### src/rtl/game_pkg.sv
// Shared pong definitions: match states, score/serve defaults and playfield geometry.
// Used by the match sequencer, ball controller and score overlay.
package game_pkg;

   localparam int unsigned SCORE_W         = 4;
   localparam int unsigned WIN_SCORE_DEF   = 5;
   localparam int unsigned SERVE_DELAY_DEF = 60;

   typedef enum logic [2:0] {
      MATCH_IDLE       = 3'd0,
      MATCH_SERVE_WAIT = 3'd1,
      MATCH_PLAY       = 3'd2,
      MATCH_POINT      = 3'd3,
      MATCH_GAME_OVER  = 3'd4
   } match_state_t;

   // Plain-vector aliases for blocks that keep state in logic [2:0] registers
   localparam logic [2:0] ST_IDLE       = MATCH_IDLE;
   localparam logic [2:0] ST_SERVE_WAIT = MATCH_SERVE_WAIT;
   localparam logic [2:0] ST_PLAY       = MATCH_PLAY;
   localparam logic [2:0] ST_POINT      = MATCH_POINT;
   localparam logic [2:0] ST_GAME_OVER  = MATCH_GAME_OVER;

   localparam int unsigned SCREEN_W     = 640;
   localparam int unsigned SCREEN_H     = 480;
   localparam int unsigned PAD_W        = 8;
   localparam int unsigned PAD_H        = 64;
   localparam int unsigned PAD_LEFT_X   = 16;
   localparam int unsigned PAD_RIGHT_X  = SCREEN_W - PAD_LEFT_X - PAD_W;
   localparam int unsigned BALL_SIZE    = 8;
   localparam int unsigned BALL_START_X = (SCREEN_W - BALL_SIZE) / 2;
   localparam int unsigned BALL_START_Y = (SCREEN_H - BALL_SIZE) / 2;

   function automatic logic score_reached(input logic [SCORE_W-1:0] score,
                                          input int unsigned       target);
      return score == SCORE_W'(target);
   endfunction

endpackage

### src/rtl/tick_countdown.sv
// Loadable down-counter advanced by a tick strobe; done pulses on the tick that ends the count.
// A load of zero finishes on the first tick.
module tick_countdown #(
   parameter int unsigned CNT_W = 7
) (
   input  logic             clk,
   input  logic             rst,
   input  logic             load,
   input  logic [CNT_W-1:0] load_value,
   input  logic             tick,
   output logic             done
);

   logic [CNT_W-1:0] count_q, count_d;
   logic             last_step;

   assign last_step = (count_q <= CNT_W'(1));
   assign done      = tick & ~load & last_step;

   always_comb begin
      count_d = count_q;
      if (load) begin
         count_d = load_value;
      end else if (tick && (count_q != '0)) begin
         count_d = count_q - CNT_W'(1);
      end
   end

   always_ff @(posedge clk) begin
      if (rst) begin
         count_q <= '0;
      end else begin
         count_q <= count_d;
      end
   end

endmodule

### src/rtl/match_sequencer.sv
// Pong match sequencer: serve countdown, rally gating, scoring and winner declaration.
// Drives the ball controller run/recentre controls and the overlay state/score outputs.
module match_sequencer
   import game_pkg::*;
#(
   parameter int unsigned WIN_SCORE         = WIN_SCORE_DEF,
   parameter int unsigned SERVE_DELAY_TICKS = SERVE_DELAY_DEF,
   parameter int unsigned CNT_W             = 7
) (
   input  logic               clk,
   input  logic               rst,
   input  logic               timing_tick,
   input  logic               start_btn,
   input  logic               miss_left,
   input  logic               miss_right,
   output logic               ball_run,
   output logic               ball_reset,
   output logic               serve_right,
   output logic [SCORE_W-1:0] score_left,
   output logic [SCORE_W-1:0] score_right,
   output logic [2:0]         state_o,
   output logic               game_over,
   output logic               winner_left
);

   localparam logic [CNT_W-1:0] SERVE_LOAD = CNT_W'(SERVE_DELAY_TICKS);

   logic [2:0]         state_q, state_d;
   logic [SCORE_W-1:0] score_left_q, score_left_d;
   logic [SCORE_W-1:0] score_right_q, score_right_d;
   logic               serve_right_q, serve_right_d;
   logic               winner_left_q, winner_left_d;
   logic               ball_reset_q, ball_reset_d;
   logic               start_q;
   logic               start_rise;
   logic               cd_load;
   logic               cd_tick;
   logic               cd_done;

   // Sampled even while rst is high so a button held through reset yields no edge
   always_ff @(posedge clk) begin
      start_q <= start_btn;
   end

   assign start_rise = start_btn & ~start_q;
   assign cd_tick    = timing_tick & (state_q == ST_SERVE_WAIT);

   tick_countdown #(
      .CNT_W (CNT_W)
   ) u_serve_countdown (
      .clk        (clk),
      .rst        (rst),
      .load       (cd_load),
      .load_value (SERVE_LOAD),
      .tick       (cd_tick),
      .done       (cd_done)
   );

   always_comb begin
      state_d       = state_q;
      score_left_d  = score_left_q;
      score_right_d = score_right_q;
      serve_right_d = serve_right_q;
      winner_left_d = winner_left_q;
      ball_reset_d  = 1'b0;
      cd_load       = 1'b0;

      case (state_q)
         ST_IDLE, ST_GAME_OVER: begin
            if (start_rise) begin
               score_left_d  = '0;
               score_right_d = '0;
               serve_right_d = 1'b1;
               ball_reset_d  = 1'b1;
               cd_load       = 1'b1;
               state_d       = ST_SERVE_WAIT;
            end
         end

         ST_SERVE_WAIT: begin
            if (cd_done) begin
               state_d = ST_PLAY;
            end
         end

         ST_PLAY: begin
            // A simultaneous double miss is a void point: replay without scoring
            if (miss_left && !miss_right) begin
               score_right_d = score_right_q + SCORE_W'(1);
               serve_right_d = 1'b0;
            end else if (miss_right && !miss_left) begin
               score_left_d  = score_left_q + SCORE_W'(1);
               serve_right_d = 1'b1;
            end
            if (miss_left || miss_right) begin
               state_d = ST_POINT;
            end
         end

         ST_POINT: begin
            if (score_reached(score_left_q, WIN_SCORE) ||
                score_reached(score_right_q, WIN_SCORE)) begin
               winner_left_d = score_reached(score_left_q, WIN_SCORE);
               state_d       = ST_GAME_OVER;
            end else begin
               ball_reset_d = 1'b1;
               cd_load      = 1'b1;
               state_d      = ST_SERVE_WAIT;
            end
         end

         default: begin
            state_d = ST_IDLE;
         end
      endcase
   end

   always_ff @(posedge clk) begin
      if (rst) begin
         state_q       <= ST_IDLE;
         score_left_q  <= '0;
         score_right_q <= '0;
         serve_right_q <= 1'b0;
         winner_left_q <= 1'b0;
         ball_reset_q  <= 1'b0;
      end else begin
         state_q       <= state_d;
         score_left_q  <= score_left_d;
         score_right_q <= score_right_d;
         serve_right_q <= serve_right_d;
         winner_left_q <= winner_left_d;
         ball_reset_q  <= ball_reset_d;
      end
   end

   assign ball_run    = (state_q == ST_PLAY);
   assign game_over   = (state_q == ST_GAME_OVER);
   assign ball_reset  = ball_reset_q;
   assign serve_right = serve_right_q;
   assign score_left  = score_left_q;
   assign score_right = score_right_q;
   assign winner_left = winner_left_q;
   assign state_o     = state_q;

endmodule

### config.mk
export PLATFORM = sky130hd
export DESIGN_NAME = match_sequencer
export DESIGN_NICKNAME = d
export VERILOG_FILES = /design/src/rtl/game_pkg.sv /design/src/rtl/tick_countdown.sv /design/src/rtl/match_sequencer.sv
export SDC_FILE = /design/constraint.sdc
export NUM_CORES = 1
export LEC_CHECK = 0
export BUFFER_PORTS_ARGS = -buffer_cell sky130_fd_sc_hd__buf_2
export CORE_MARGIN = 5
export CORE_UTILIZATION = 45
export DETAILED_ROUTE_END_ITERATION = 16
export GPL_TIMING_DRIVEN = 0
export PLACE_DENSITY = 0.67
export SKIP_CTS_REPAIR_TIMING = 1
export SLEW_MARGIN = 15
export SYNTH_ARGS = -nofsm -noshare
export SYNTH_HDL_FRONTEND = slang
export SYNTH_SLANG_ARGS = --single-unit
### constraint.sdc
create_clock -name clk -period 1.9 [get_ports clk]
set_input_delay 0.285 -clock clk [delete_from_list [all_inputs] [get_ports clk]]
set_output_delay 0.285 -clock clk [all_outputs]
set_load 0.005 [all_outputs]
# Word-level counts from Yosys, hierarchy flattened
# Index checks and enable logic that the tools add are counted.
[op_classes] addsub=3 n_lt_le_gt_ge=1 n_eq_ne=13 mux=20 bitwise=6 reduce_logical=18
[ops] operator="$mux W4" count=4
[ops] operator="$pmux W4 S2" count=2
[ops] operator="$mux W3" count=4
[ops] operator="$mux W6" count=2
[ops] operator="$pmux W3 S4" count=1
[ops] operator="$reduce_and A3 Y1" count=3
[ops] operator="$add A4 B1 Y4 const B" count=2
[ops] operator="$eq A4 B3 Y1 const B" count=2
[ops] operator="$le A7 B1 Y1 const B" count=1
[ops] operator="$reduce_bool A7 Y1" count=1
[ops] operator="$sub A7 B1 Y7 const B" count=1
[ops] operator="$eq A3 B2 Y1 const B" count=2
[ops] operator="$ne A2 B1 Y1 const B" count=3
[ops] operator="$ne A2 B2 Y1 const B" count=3
[ops] operator="$mux W1" count=5
[ops] operator="$and A1 B1 Y1" count=4
[ops] operator="$pmux W1 S2" count=2
[ops] operator="$reduce_and A4 Y1" count=1
[ops] operator="$reduce_bool A2 Y1" count=2
[ops] operator="$reduce_or A2 Y1" count=2
[ops] operator="$eq A3 B1 Y1 const B" count=1
[ops] operator="$eq A3 B3 Y1 const B" count=1
[ops] operator="$logic_and A1 B1 Y1" count=3
[ops] operator="$logic_not A3 Y1" count=1
[ops] operator="5 further kinds" count=8
[word_totals] register_bits=22 input_bits=6 output_inout_bits=16 elab_cells=70

# Longest topological paths before layout
[depth] word_depth=9 ltp_mapped=6

# Modules after synthesis
# Synthesis repeated with hierarchy kept, for this count alone.
[hier_totals] cells_unflattened=152 area_unflattened_um2=1308.8
[modules_own_cells] mod="match_sequencer" instances=1 cells_each=94 area_per_inst_um2=813.3 seq_area_each_um2=300.3
[modules_own_cells] mod="tick_countdown" instances=1 cells_each=58 area_per_inst_um2=495.5 seq_area_each_um2=140.1

# Least setup slack after synthesis
# OpenSTA, ideal clock, no wires.
[synth_path] kind="reg-to-reg" startpoint="register state_q[1], in the netlist state_o[1]" endpoint="register u_serve_countdown.count_q[1]" setup_time_ps=132 t_arrival_ps=1373 t_required_ps=1768 path_slack_ps=395 stages_incl_launch_ff=7 n_path_buf=2 synth_period_minus_slack_ps=1505 path_cell_list="dfxtp_1 -> buf_2 -> or4b_1 -> clkbuf_2 -> nand2b_2 -> a21o_1 -> a211oi_1"
[synth_between] elab_chain_len=4 elab_cells_between_ends=9 classes_between="eq/ne: 3; mux: 1; bitwise: 1; reduce/logical: 4"
[synth_lines] element="start: declaration" line_no="match_sequencer.sv:28" rtl="logic [2:0] state_q, state_d;"
[synth_lines] element="start signal: assignment" line_no="match_sequencer.sv:127" rtl="state_q <= state_d;"
[synth_lines] element="$eq A3 B3 Y1 or $logic_not A3 Y1 (tied branches)" line_no="match_sequencer.sv:68" rtl="case (state_q)"
[synth_lines] element="$reduce_or A2 Y1" line_no="match_sequencer.sv:68"
[synth_lines] element="$pmux W1 S2" line_no="match_sequencer.sv:68"
[synth_lines] element="$reduce_or A2 Y1 (no source line)"
[synth_lines] element="end signal: assignment" line_no="tick_countdown.sv:33" rtl="count_q <= count_d;"
[synth_lines] element="end: declaration" line_no="tick_countdown.sv:14" rtl="logic [CNT_W-1:0] count_q, count_d;"
# Several ways; a longest one is shown, not always the timed one.
# A chain may end at the register's enable or synchronous reset.

# Worst setup path in the final report
# Ends and elaborated chain as after synthesis.

==> impl_metrics.tcl <==
set metrics [dict create \
    status "completed" \
    finalHoldViolations 0 \
    dr.pass1.iters 4 \
    place_area_sq_mm 0.00133 \
    grt_usage 0.137 \
    grt_max_degree 12 \
    p_leak_nw 0.585 \
    placeableCoreArea_sq_mm 0.00250 \
    p_per_area_mw_per_mm2 821 \
    synth_top_family_by_area "simple AND/OR/NAND/NOR gates" \
    synth-simple-area-share 0.288 \
    setup_viol 0 \
    synth_top_area_share 0.372 \
    clock_path_buffers 2 \
    drive_gt1_frac 0.264 \
    tightestPinTransition_ps 469 \
    fin_area_sq_mm 0.00135 \
    yosysWarnings 0 \
    synth_compound_gate_area_share 0.133 \
    synth_fa_ha_area_frac 0.0635 \
    insertion_delay_ps 300 \
    diodes 0 \
    synth-edff-count 0 \
    drc 0 \
    place_hpwl_um 1830 \
    start_util 0.473 \
    die_w_um 61.3 \
    vias_per_cell 5.26 \
    fin_crit_sh 0.888 \
    avgSynthCellArea_sq_um 9.54 \
    h-tree-depth 1 \
    grt_pass1_vias 911 \
    start_kind "register" \
    area_growth_syn_to_layout_pct 14.0 \
    synth.distinct_cells 43 \
    relSlewSlack 0.685 \
    finClkSkew_ps 2.91 \
    via_count 936 \
    crit_fanout 10 \
    required_ps 2090 \
    tns_ps 0 \
    ys_seq_elements 22 \
    endpoint_kind "register" \
    synthMuxAreaShare 0.0434 \
    cts.sinks 22 \
    rows 18 \
    ys.flop_type "dfxtp_1" \
    mostFrequentLayoutCells "22 x buf_2, 22 x dfxtp_1, 13 x nor2_1" \
    synth_area_leaders "dfxtp_1 37%, ha_1 6.3%, nor2_1 4.1%" \
    maxCapViolCount 0 \
    hp-class "input pin to register" \
    grt-ovfl-total 0 \
    max_freq_ghz 0.593 \
    wl_per_cell_um 13.3 \
    cts_tree "built" \
    path_clk_slew_ps 120 \
    synth-seq-area-share 0.372 \
    cts-root-buf "clkbuf_4" \
    synth_area_leader_cell "dfxtp_1" \
    wirelength_um 2370 \
    synth_fp_nets 136 \
    min_period_ps 1690 \
    synthArstFlopShare 0 \
    grt_antenna_before_repair 0 \
    io_buffer_count 21 \
    io_pins 22 \
    grt_pass1_wl_um 3850 \
    rsz0062_at_grt "no" \
    synthCells 124 \
    peakVddDrop_mv 0.434 \
    crit_type "register to register" \
    syn_area_sq_mm 0.00118 \
    synth_xor_area_frac 0.0593 \
    slew_viol_final 0 \
    cp.arrival_ps 1870 \
    place.gp.congestion 0.751 \
    die_area_sq_mm 0.00375 \
    drt_iter0_drc 33 \
    fp.dieH_um 61.3 \
    final_nets 162 \
    ant_nets 0 \
    numCtsBuffers 3 \
]
==> Yosys cell counts (2+ instances only) <==
library cell and number:
or2_2 3, a21oi_1 8, inv_1 7, nor2b_1 3, a211oi_1 2, nand3_1 3
nor3b_1 2, nor2_1 13, nor4_1 3, dfxtp_1 22, and3b_1 3, nand2_1 7
nand4b_1 2, ha_1 6, xnor2_1 4, xor2_1 4, and3_1 2, mux2i_1 4
a31oi_1 2
==> layer usage <==
metal,GRT usage,routed length [um],up-vias
met4,0.0557,15,0
li1,-,-,486
met5,0,0,-
met1,0.171,1130,432
met2,0.227,1150,16
met3,0.0294,79,2
==> worst paths after layout <==
kind,startpoint,to,slack [ps],cells past startpoint
min reg2reg,serve_right,serve_right,500,2
max reg2reg,state_o[1],u_serve_countdown.count_q[1],210,6
max,state_o[1],u_serve_countdown.count_q[1],210,6
min,start_btn,start_q,100,1
==> sequential cells by signal (all words and copies together) (netlist names) <==
signal                     count
ball_reset                     1
score_left                     4
score_right                    4
serve_right                    1
start_q                        1
state_o                        3
u_serve_countdown.count_q      7
winner_left                    1
==> final cells by class <==
class                           count  area [sq um]
Fill cell                         252          1150
Multi-Input combinational cell     91           694
Sequential cell                    22           440
Timing Repair Buffer               21           105
Tap cell                           30          37.5
Inverter                            7          26.3
Clock buffer                        3          22.5
Buffer                              4          21.3
==> metrics by stage <==
step                       util  power [mW]  worst slack [ps]  instances  hold slack, ps
after floorplan               -       0.821               395        124             313
after global placement    0.530       0.897               254        175             409
after detailed placement  0.530       0.907               225        175             419
after CTS                 0.539        1.12               203        178            89.9
after global routing      0.539        1.17               126        178            93.2
final                     0.539        1.11               214        178             104
==> report_power, final <==
group          leakage [nW]  internal [mW]  switching, mW  total [mW]
Sequential            0.179          0.503         0.0420       0.545
Combinational         0.392          0.164          0.187       0.351
Clock                0.0138         0.0739          0.135       0.209
Total                 0.585          0.741          0.365        1.11
==> critical path, stage by stage, from the launching register on <==
cell and delay (ps):
dfxtp_1 320, buf_2 170, or4b_1 540, clkbuf_2 190, nand2b_2 140, a21o_1 150
a211oi_1 60
==> cells by family after synthesis <==
kind of cell    Yosys count
simple gates             52
flops                    22
compound gates           20
buf+inv                  11
xor+xnor                  8
fa+ha+maj                 6
mux                       5
No activity file was read; power rests on OpenSTA's default activity.
